<file path="src/rtl/mips_cpu_pkg.sv">
// Shared types and constants for the MIPS HI/LO multiply/divide unit.
package mips_cpu_pkg;

    typedef enum logic [1:0] {
        MULT  = 2'b00,
        MULTU = 2'b01,
        DIV   = 2'b10,
        DIVU  = 2'b11
    } muldiv_op_t;

    typedef enum logic [1:0] {
        IDLE = 2'b00,
        CALC = 2'b01,
        FIX  = 2'b10
    } muldiv_state_t;

    localparam int MULDIV_ITERS = 32;

    function automatic logic op_is_div(input muldiv_op_t op);
        return (op == DIV) || (op == DIVU);
    endfunction

    function automatic logic op_is_signed(input muldiv_op_t op);
        return (op == MULT) || (op == DIV);
    endfunction

endpackage

</file>
<file path="src/rtl/mips_cpu_muldiv_step.sv">
// One iteration of the iterative multiplier / divider, purely combinational.
// Multiply: acc = {partial_product, remaining multiplier bits}, shift right.
// Divide:   acc = {partial_remainder, remaining dividend | quotient bits}, shift left.
module mips_cpu_muldiv_step
    import mips_cpu_pkg::*;
(
    input  logic        is_div,
    input  logic [63:0] acc,
    input  logic [31:0] operand,
    output logic [63:0] acc_next
);

    logic [32:0] sum;
    logic [32:0] diff;

    // Compute both the shift-add and the restoring-subtract candidates, pick one.
    always_comb begin
        // NOTE: default assignments first keep always_comb free of latches.
        sum      = {1'b0, acc[63:32]} + (acc[0] ? {1'b0, operand} : 33'd0);
        diff     = acc[63:31] - {1'b0, operand};
        acc_next = {sum, acc[31:1]};
        if (is_div) begin
            // A borrow means the trial subtraction failed: keep the shifted remainder.
            if (diff[32]) begin
                acc_next = {acc[62:0], 1'b0};
            end else begin
                acc_next = {diff[31:0], acc[30:0], 1'b1};
            end
        end
    end

endmodule

</file>
<file path="src/rtl/mips_cpu_muldiv.sv">
// MIPS HI/LO multiply/divide unit: 32-cycle iterative core, sign fix-up,
// and MTHI/MTLO moves accepted only while idle.
module mips_cpu_muldiv
    import mips_cpu_pkg::*;
(
    input  logic        clk,
    input  logic        rst_n,
    input  logic        start,
    input  logic [1:0]  op,
    input  logic [31:0] a,
    input  logic [31:0] b,
    input  logic        mthi,
    input  logic        mtlo,
    output logic        busy,
    output logic        done,
    output logic [31:0] hi,
    output logic [31:0] lo
);

    muldiv_state_t state;
    muldiv_op_t    op_q;
    logic [4:0]    cnt;
    logic [63:0]   acc;
    logic [63:0]   acc_next;
    logic [31:0]   operand;
    logic [31:0]   a_raw;
    logic          neg_res;
    logic          neg_rem;
    logic          b_zero;

    muldiv_op_t    op_in;
    logic          in_signed;
    logic [31:0]   a_mag;
    logic [31:0]   b_mag;
    logic [63:0]   product;
    logic [31:0]   quotient;
    logic [31:0]   remainder;
    logic [31:0]   fix_hi;
    logic [31:0]   fix_lo;

    assign busy = (state != IDLE);

    mips_cpu_muldiv_step u_step (
        .is_div   (op_is_div(op_q)),
        .acc      (acc),
        .operand  (operand),
        .acc_next (acc_next)
    );

    // Operand magnitudes for the unsigned core, taken from the live inputs at start.
    always_comb begin
        op_in     = muldiv_op_t'(op);
        in_signed = op_is_signed(op_in);
        a_mag     = (in_signed && a[31]) ? (~a + 32'd1) : a;
        b_mag     = (in_signed && b[31]) ? (~b + 32'd1) : b;
    end

    // Sign fix-up and HI/LO selection applied at the FIX edge.
    always_comb begin
        product   = neg_res ? (~acc + 64'd1) : acc;
        quotient  = neg_res ? (~acc[31:0] + 32'd1) : acc[31:0];
        remainder = neg_rem ? (~acc[63:32] + 32'd1) : acc[63:32];
        fix_hi    = product[63:32];
        fix_lo    = product[31:0];
        if (op_is_div(op_q)) begin
            if (b_zero) begin
                fix_hi = a_raw;
                fix_lo = 32'hFFFF_FFFF;
            end else begin
                fix_hi = remainder;
                fix_lo = quotient;
            end
        end
    end

    // FSM, iteration counter, datapath registers and HI/LO.
    always_ff @(posedge clk or negedge rst_n) begin
        if (!rst_n) begin
            state   <= IDLE;
            op_q    <= MULT;
            cnt     <= 5'd0;
            acc     <= 64'd0;
            operand <= 32'd0;
            a_raw   <= 32'd0;
            neg_res <= 1'b0;
            neg_rem <= 1'b0;
            b_zero  <= 1'b0;
            hi      <= 32'd0;
            lo      <= 32'd0;
            done    <= 1'b0;
        end else begin
            // NOTE: sequential state uses <= so every register samples pre-edge values.
            done <= 1'b0;
            case (state)
                IDLE: begin
                    if (start) begin
                        state   <= CALC;
                        op_q    <= op_in;
                        cnt     <= 5'd0;
                        a_raw   <= a;
                        b_zero  <= (b == 32'd0);
                        neg_res <= in_signed && (a[31] ^ b[31]);
                        neg_rem <= in_signed && a[31];
                        if (op_is_div(op_in)) begin
                            acc     <= {32'd0, a_mag};
                            operand <= b_mag;
                        end else begin
                            acc     <= {32'd0, b_mag};
                            operand <= a_mag;
                        end
                    end else begin
                        if (mthi) hi <= a;
                        if (mtlo) lo <= a;
                    end
                end
                CALC: begin
                    acc <= acc_next;
                    cnt <= cnt + 5'd1;
                    if (cnt == 5'(MULDIV_ITERS - 1)) begin
                        state <= FIX;
                    end
                end
                FIX: begin
                    hi    <= fix_hi;
                    lo    <= fix_lo;
                    done  <= 1'b1;
                    state <= IDLE;
                end
                default: state <= IDLE;
            endcase
        end
    end

endmodule

</file>
<file path="config.mk">
export PLATFORM = sky130hd
export DESIGN_NAME = mips_cpu_muldiv
export DESIGN_NICKNAME = d
export VERILOG_FILES = /design/src/rtl/mips_cpu_pkg.sv /design/src/rtl/mips_cpu_muldiv_step.sv /design/src/rtl/mips_cpu_muldiv.sv
export SDC_FILE = /design/constraint.sdc
export NUM_CORES = 1
export LEC_CHECK = 0
export CORE_MARGIN = 3
export CORE_UTILIZATION = 49
export DETAILED_ROUTE_END_ITERATION = 6
export GPL_TIMING_DRIVEN = 0
export HOLD_SLACK_MARGIN = 0.1
export PLACE_DENSITY = 0.69
export RECOVER_POWER = 50
export SYNTH_ARGS = -nofsm -noshare
export SYNTH_HDL_FRONTEND = slang
export SYNTH_SLANG_ARGS = --single-unit
</file>
<file path="constraint.sdc">
create_clock -name clk -period 5.5 [get_ports clk]
set_input_delay 1.1 -clock clk [delete_from_list [all_inputs] [get_ports clk]]
set_output_delay 1.1 -clock clk [all_outputs]
set_load 0.01 [all_outputs]
</file>
=== After elaboration in Yosys (flattened, before gate mapping) ===
Cells that the tools add are included.

* $add $sub $neg: 8
* Eq/ne operators: 12
* Muxes and demuxes: 28
* Bitwise gates (word level): 6
* Reduce and logical (&&, ||, !) cells: 17

{| class="wikitable"
|+ Operator list
! cell !! number
|-
| two-way mux 32 bit || 15
|-
| two-way mux 64 bit || 4
|-
| adder 32 x 1 -> 32 bit, second input constant || 4
|-
| NOT 32 bit || 4
|-
| one-hot mux 32 bit (2 select lines) || 2
|-
| one-hot mux 64 bit (2 select lines) || 1
|-
| adder 64 x 1 -> 64 bit, second input constant || 1
|-
| NOT 64 bit || 1
|-
| adder 32 x 33 -> 33 bit || 1
|-
| subtractor 33 x 32 -> 33 bit || 1
|-
| logical NOT 32 bit || 1
|-
| equality test 2 bit, second input constant || 5
|-
| inequality test 2 bit, second input constant || 5
|-
| one-hot mux 5 bit (2 select lines) || 1
|-
| AND reduction 2 bit || 3
|-
| AND reduction 3 bit || 2
|-
| nonzero test 2 bit || 3
|-
| adder 5 x 1 -> 5 bit, second input constant || 1
|-
| equality test 5 bit, second input constant || 1
|-
| two-way mux 5 bit || 1
|-
| logical NOT 2 bit || 2
|-
| two-way mux 2 bit || 2
|-
| one-hot mux 2 bit (2 select lines) || 1
|-
| logical AND 1 bit || 3
|-
| other kinds (4) || 6
|}

* Register bits: 205
* Input port bits: 71
* Output and inout port bits: 66
* Logic and storage cells: 83

=== Longest topological paths before layout ===
* Word-level depth: 7
* Gate-level depth with buffers: 14
* Gate-level depth less buffers: 13

=== Hierarchy ===
Synthesis repeated with hierarchy kept, for this count alone.

* Cells, all modules: 2,283
* Area, all modules: 17,722.0 um^2

{| class="wikitable"
|+ By module, submodules not included
! module !! times used !! cells each !! area each (um^2) !! seq. area each (um^2)
|-
| mips_cpu_muldiv || 1 || 1,619 || 13,141.4 || 5,104.9
|-
| mips_cpu_muldiv_step || 1 || 664 || 4,580.6 || 0.0
|}

=== Worst setup path after synthesis ===
No wires, ideal clock.

* Path type: input-to-reg
* From: input a[3]
* To: register acc[29]
* Library setup time: 0.136 ns
* Data arrival time: 3.394 ns
* Data required time: 5.364 ns
* Path slack: 1.969 ns
* Stages: 10
* Buffers on the path: 1
* Path through: clkbuf_2 > or4_1 > nor3_1 > nand4_1 > or3_1 > o31ai_1 > xnor2_1 > or2_2 > a221oi_1 > a21oi_1

* Word-level cells in the longest chain between the ends: 6

{| class="wikitable"
|+ Ends and longest elaborated chain
! what !! line !! text
|-
| from (decl) || mips_cpu_muldiv.sv:10 || <nowiki>input logic [31:0] a,</nowiki>
|-
| NOT 32 bit || mips_cpu_muldiv.sv:54 || <nowiki>a_mag = (in_signed && a[31]) ? (~a + 32'd1) : a;</nowiki>
|-
| adder 32 x 1 -> 32 bit || mips_cpu_muldiv.sv:54 ||
|-
| two-way mux 32 bit || mips_cpu_muldiv.sv:54 ||
|-
| two-way mux 32 bit || mips_cpu_muldiv.sv:104 || <nowiki>if (op_is_div(op_in)) begin</nowiki>
|-
| two-way mux 64 bit || mips_cpu_muldiv.sv:96 || <nowiki>if (start) begin</nowiki>
|-
| one-hot mux 64 bit (2 select lines) || mips_cpu_muldiv.sv:94 || <nowiki>case (state)</nowiki>
|-
| to (signal assigned) || mips_cpu_muldiv.sv:105 || <nowiki>acc <= {32'd0, a_mag};</nowiki>
|-
| to (signal assigned) || mips_cpu_muldiv.sv:108 || <nowiki>acc <= {32'd0, b_mag};</nowiki>
|-
| to (signal assigned) || mips_cpu_muldiv.sv:117 || <nowiki>acc <= acc_next;</nowiki>
|-
| to (decl) || mips_cpu_muldiv.sv:23 || <nowiki>logic [63:0] acc;</nowiki>
|}

Every way passes these cells. The select of a mux whose other input is x is not followed.
A chain may end at the register's enable or synchronous reset.

=== Worst setup path in the final report ===
* From: register acc[31]
* To: register acc[55]

* Word-level cells in the longest chain between the ends: 4

{| class="wikitable"
|+ Ends and longest elaborated chain
! what !! line !! text
|-
| subtractor 33 x 32 -> 33 bit || mips_cpu_muldiv_step.sv:20 || <nowiki>diff = acc[63:31] - {1'b0, operand};</nowiki>
|-
| two-way mux 64 bit || mips_cpu_muldiv_step.sv:24 || <nowiki>if (diff[32]) begin</nowiki>
|-
| two-way mux 64 bit || mips_cpu_muldiv_step.sv:22 || <nowiki>if (is_div) begin</nowiki>
|-
| one-hot mux 64 bit (2 select lines) || mips_cpu_muldiv.sv:94 ||
|}

Every way passes these cells.

==> metrics.csv <==
stage,metric,value,unit
route,DRC viols,0,
floorplan,die width,192,microns
worst_setup_path,CP Data Arrival Time,5.49,ns
route,initial drt markers,2280,
worst_setup_path,reg-to-reg startpoint,acc[31],
route,wire length on met3,8170,microns
cells_and_area,nets@finish,2486,
global_route,number of global-route vias before repair,17100,
worst_hold_path,Hold Path Class,flip-flop to flip-flop,
cells_and_area,fillcell total,3256,
worst_hold_path,Hold Path End,lo[0],
placed_design,GP Congestion,1.02,
floorplan,Core Rows,67,
clock_network,hold buffer count at cts,0,
pwr,Sw Share,51.6,%
logic_synthesis,"area leader, netlist",dfrtp_1,
worst_hold_path,Hold Startpoint,lo[0],
logic_synthesis,top-area cell type share of the netlist area,30.3,%
clock_network,H-tree depth,1,
sta,setup violators final,0,
sta,Tcrit/Tclk final,91.6,%
worst_setup_path,crit path kind,flip-flop to flip-flop,
clock_network,CTS buffer count,26,
cells_and_area,antenna diode count,0,
pwr,VDD IR max,0.504,mV
worst_setup_path,R2R cell count,14,
clock_network,clk_lat worst skew,0.56,ns
route,Routed met2 length,31300,microns
sta,Max Transition Viols Final,103,
route,vias,18400,
route,antenna-violating nets left,0,
logic_synthesis,Yosys cell types,72,
route,Detailed Route WL,73800,microns
logic_synthesis,synthesis-stage register bit count,204,
cells_and_area,share of post-route cells with drive strength above 1,3.22,%
placed_design,number of buffers added on ports,130,
pwr,Pint,6.64,mW
cells_and_area,fin cells,2810,
worst_setup_path,"Req. time, crit path",5.95,ns
global_route,first-pass GRT wire length,109000,microns
sta,clk_skew,0.0161,ns
logic_synthesis,commonest register cell after synthesis,dfrtp_1,
sta,Final min period,5.04,ns
pwr,LEAKAGE,7.97,nW
sta,Rel. slew slack,-83.0,%
logic_synthesis,yosys synthesis warning count,0,
clock_network,CTS resizes,0,
global_route,largest net degree at the start of global routing,104,
worst_setup_path,R2R Path End,acc[55],
pwr,Psw,7.08,mW
placed_design,Cells after DPL,2763,
floorplan,core area,33700,sq um
global_route,grt total ovfl,0,
worst_setup_path,"Max FO, Critical Path",10,
global_route,initial antenna violation count,1,
sta,RSZ-0062 raised after global routing,false,
cells_and_area,cell area after layout,19600,sq um
logic_synthesis,Synth Instances,2184,
worst_setup_path,crit start category,flip-flop,
run_status,status,"complete, but fails checks",
cells_and_area,area of the multi-input gates,10900,sq um
pwr,pwr dens,699,nW/um^2
cells_and_area,Layout Area Growth over Synthesis,16.4,%
pwr,sequential power share,22.3,%
cells_and_area,Layout Utilization,58.3,%
logic_synthesis,Avg Inst Size Synth,7.73,sq um
logic_synthesis,"Cell Area, Synth",16900,sq um
route,DRT met1 WL,31000,microns
global_route,Tot GR Track Use,39.4,%
clock_network,"Clk pin slew, worst setup/hold paths",0.06,ns
floorplan,Die Span Y,192,microns
floorplan,Starting Density,50.1,%
logic_synthesis,ys async rst share,100,%
placed_design,hpwl dp,58600,microns
floorplan,I/O pins,137,
logic_synthesis,"Seq/Total Area, Yosys",30.3,%
worst_hold_path,hold depth,2,
sta,Worst Tran Pin Value,2.74,ns
run_status,failing checks,"capacitance limit, slew limit",
clock_network,Max clock buf depth,3,
cells_and_area,Storage cell area,5100,sq um
route,Pre-antenna DRT Iters,6,
sta,Final Hold Vio Count,0,
clock_network,post-CTS setup buffers,0,
logic_synthesis,number of synthesized flops with an enable pin,0,
clock_network,CTS tree,done,
route,vias per cell,6.54,
run,Max-Cap Viols,1,
logic_synthesis,ranking of synthesized cells by area,"dfrtp_1 30%, nand2_1 6.6%, o21ai_0 6.2%, a21oi_1 5.4%, ha_1 5.2%",
worst_setup_path,Register-to-Register Setup Slack,0.46,ns
sta,Fmax achieved,198,MHz
worst_setup_path,CP endpoint kind,flip-flop,
pwr,clock share of power,13.1,%
placed_design,Placed Area,18800,sq um
clock_network,Clock Sink Count,204,
route,highest routed layer,met5,
route,WL/cell,26.2,microns
floorplan,Die ar.,36700,sq um
clock_network,CTS root buffer,clkbuf_16,
logic_synthesis,syn_nets,2327,
pwr,Logic pwr share,64.6,%
critical path, cell delays in order, from the launching register on:
cell and delay (ns):
dfrtp_1 0.56, inv_1 0.09, ha_1 0.26, fa_1 0.40, nand2b_1 0.20, a211oi_1 0.41, o2111ai_1 0.39, and2_1 0.30
a21oi_1 0.29, o41a_1 0.23, and2_1 0.13, clkbuf_1 0.14, buf_1 0.79, nand2_1 0.41, o221ai_1 0.32
power groups by stage:
stage	Clock [mW]	Combinational [mW]	Sequential, mW
after floorplan	0	5.79	2.80
after global routing	1.86	9.59	3.11
after detailed placement	0	8.61	3.04
final	1.80	8.86	3.07
after global placement	0	8.50	3.04
after CTS	1.79	8.66	3.02
cell usage in the layout, fill, tap and decap left out, drive strengths merged, types with 41 or more instances in the layout:
| cell type | n |
|---|---|
| dfrtp | 204 |
| xor2 | 84 |
| clkdlybuf4s50 | 101 |
| nor3 | 41 |
| ha | 70 |
| o21ai | 208 |
| nand2 | 299 |
| a211oi | 63 |
| inv | 72 |
| a21oi | 182 |
| mux2i | 62 |
| nor2 | 182 |
| clkbuf | 169 |
| xnor2 | 97 |
stage by stage:
stage	worst slack, ns	TNS (ns)	hold slack [ns]	total power [mW]
4_1_cts	0.673	0	0.479	13.5
3_5_place_dp	0.723	0	0.464	11.7
3_3_place_gp	-5.53	-1124.10	0.461	11.5
5_1_grt	0.406	0	0.488	14.6
2_1_floorplan	1.97	0	0.440	8.59
6_report	0.460	0	0.473	13.7
cell families after synthesis:
| kind of cell | Yosys count | share of synthesized area [%] |
|---|---|---|
| and+or+nand+nor | 711 | 19.1 |
| buffers and inverters | 232 | 5.29 |
| xor gates and xnor gates | 181 | 9.39 |
| DFF | 204 | 30.3 |
| adders and majority gates | 72 | 5.43 |
| AOI/OAI and AO/OA | 718 | 26.6 |
| muxes | 66 | 3.94 |
cells in the mapped netlist (all sizes together) (11+ instances only):
| library cell | n |
|---|---|
| nand2 | 299 |
| o21ai | 208 |
| dfrtp | 204 |
| a21oi | 182 |
| nor2 | 182 |
| clkbuf | 137 |
| xnor2 | 97 |
| xor2 | 84 |
| ha | 70 |
| inv | 69 |
| a211oi | 63 |
| mux2i | 62 |
| nor3 | 41 |
| nand3 | 37 |
| o31ai | 34 |
| o22ai | 32 |
| a21o | 28 |
| o211ai | 27 |
| or3 | 26 |
| a22oi | 25 |
| buf | 24 |
| or4 | 22 |
| a31oi | 19 |
| nand4 | 17 |
| nand2b | 16 |
| nor2b | 15 |
| and2 | 14 |
| a221oi | 12 |
| and3 | 11 |
layout make-up:
class | count | share of cell area (%)
Timing Repair Buffer | 131 | 6.74
Inverter | 71 | 1.36
Multi-Input combinational cell | 1748 | 55.4
Tap cell | 448 | 2.85
Buffer | 161 | 3.19
Sequential cell | 204 | 26.0
Clock inverter | 17 | 1.03
Clock buffer | 30 | 3.44
sequential cells by signal (all words and copies together) (netlist names):
signal   flops
done         1
a_raw       32
op_q         1
acc         64
b_zero       1
hi          32
neg_res      1
state        2
neg_rem      1
lo          32
cnt          5
operand     32
worst max-delay path by stage:
| stage | startpoint | endpoint | depth (start not counted) |
|---|---|---|---|
| 5_1_grt | acc[31] | acc[55] | 14 |
| 2_1_floorplan | a[3] | acc[29] | 10 |
| 6_report | acc[31] | acc[55] | 14 |
| 3_3_place_gp | rst_n | acc[6] | 1 |
| 4_1_cts | acc[31] | acc[55] | 14 |
| 3_5_place_dp | acc[31] | acc[55] | 14 |
layer usage:
metal  vias to the layer above  track usage (%)
met5                         -                0
met4                         2             15.4
met3                       182             8.16
met2                      1131             59.0
met1                      8872             55.7
li1                       8201                -
Note: power is estimated with default switching activity, not from simulation.
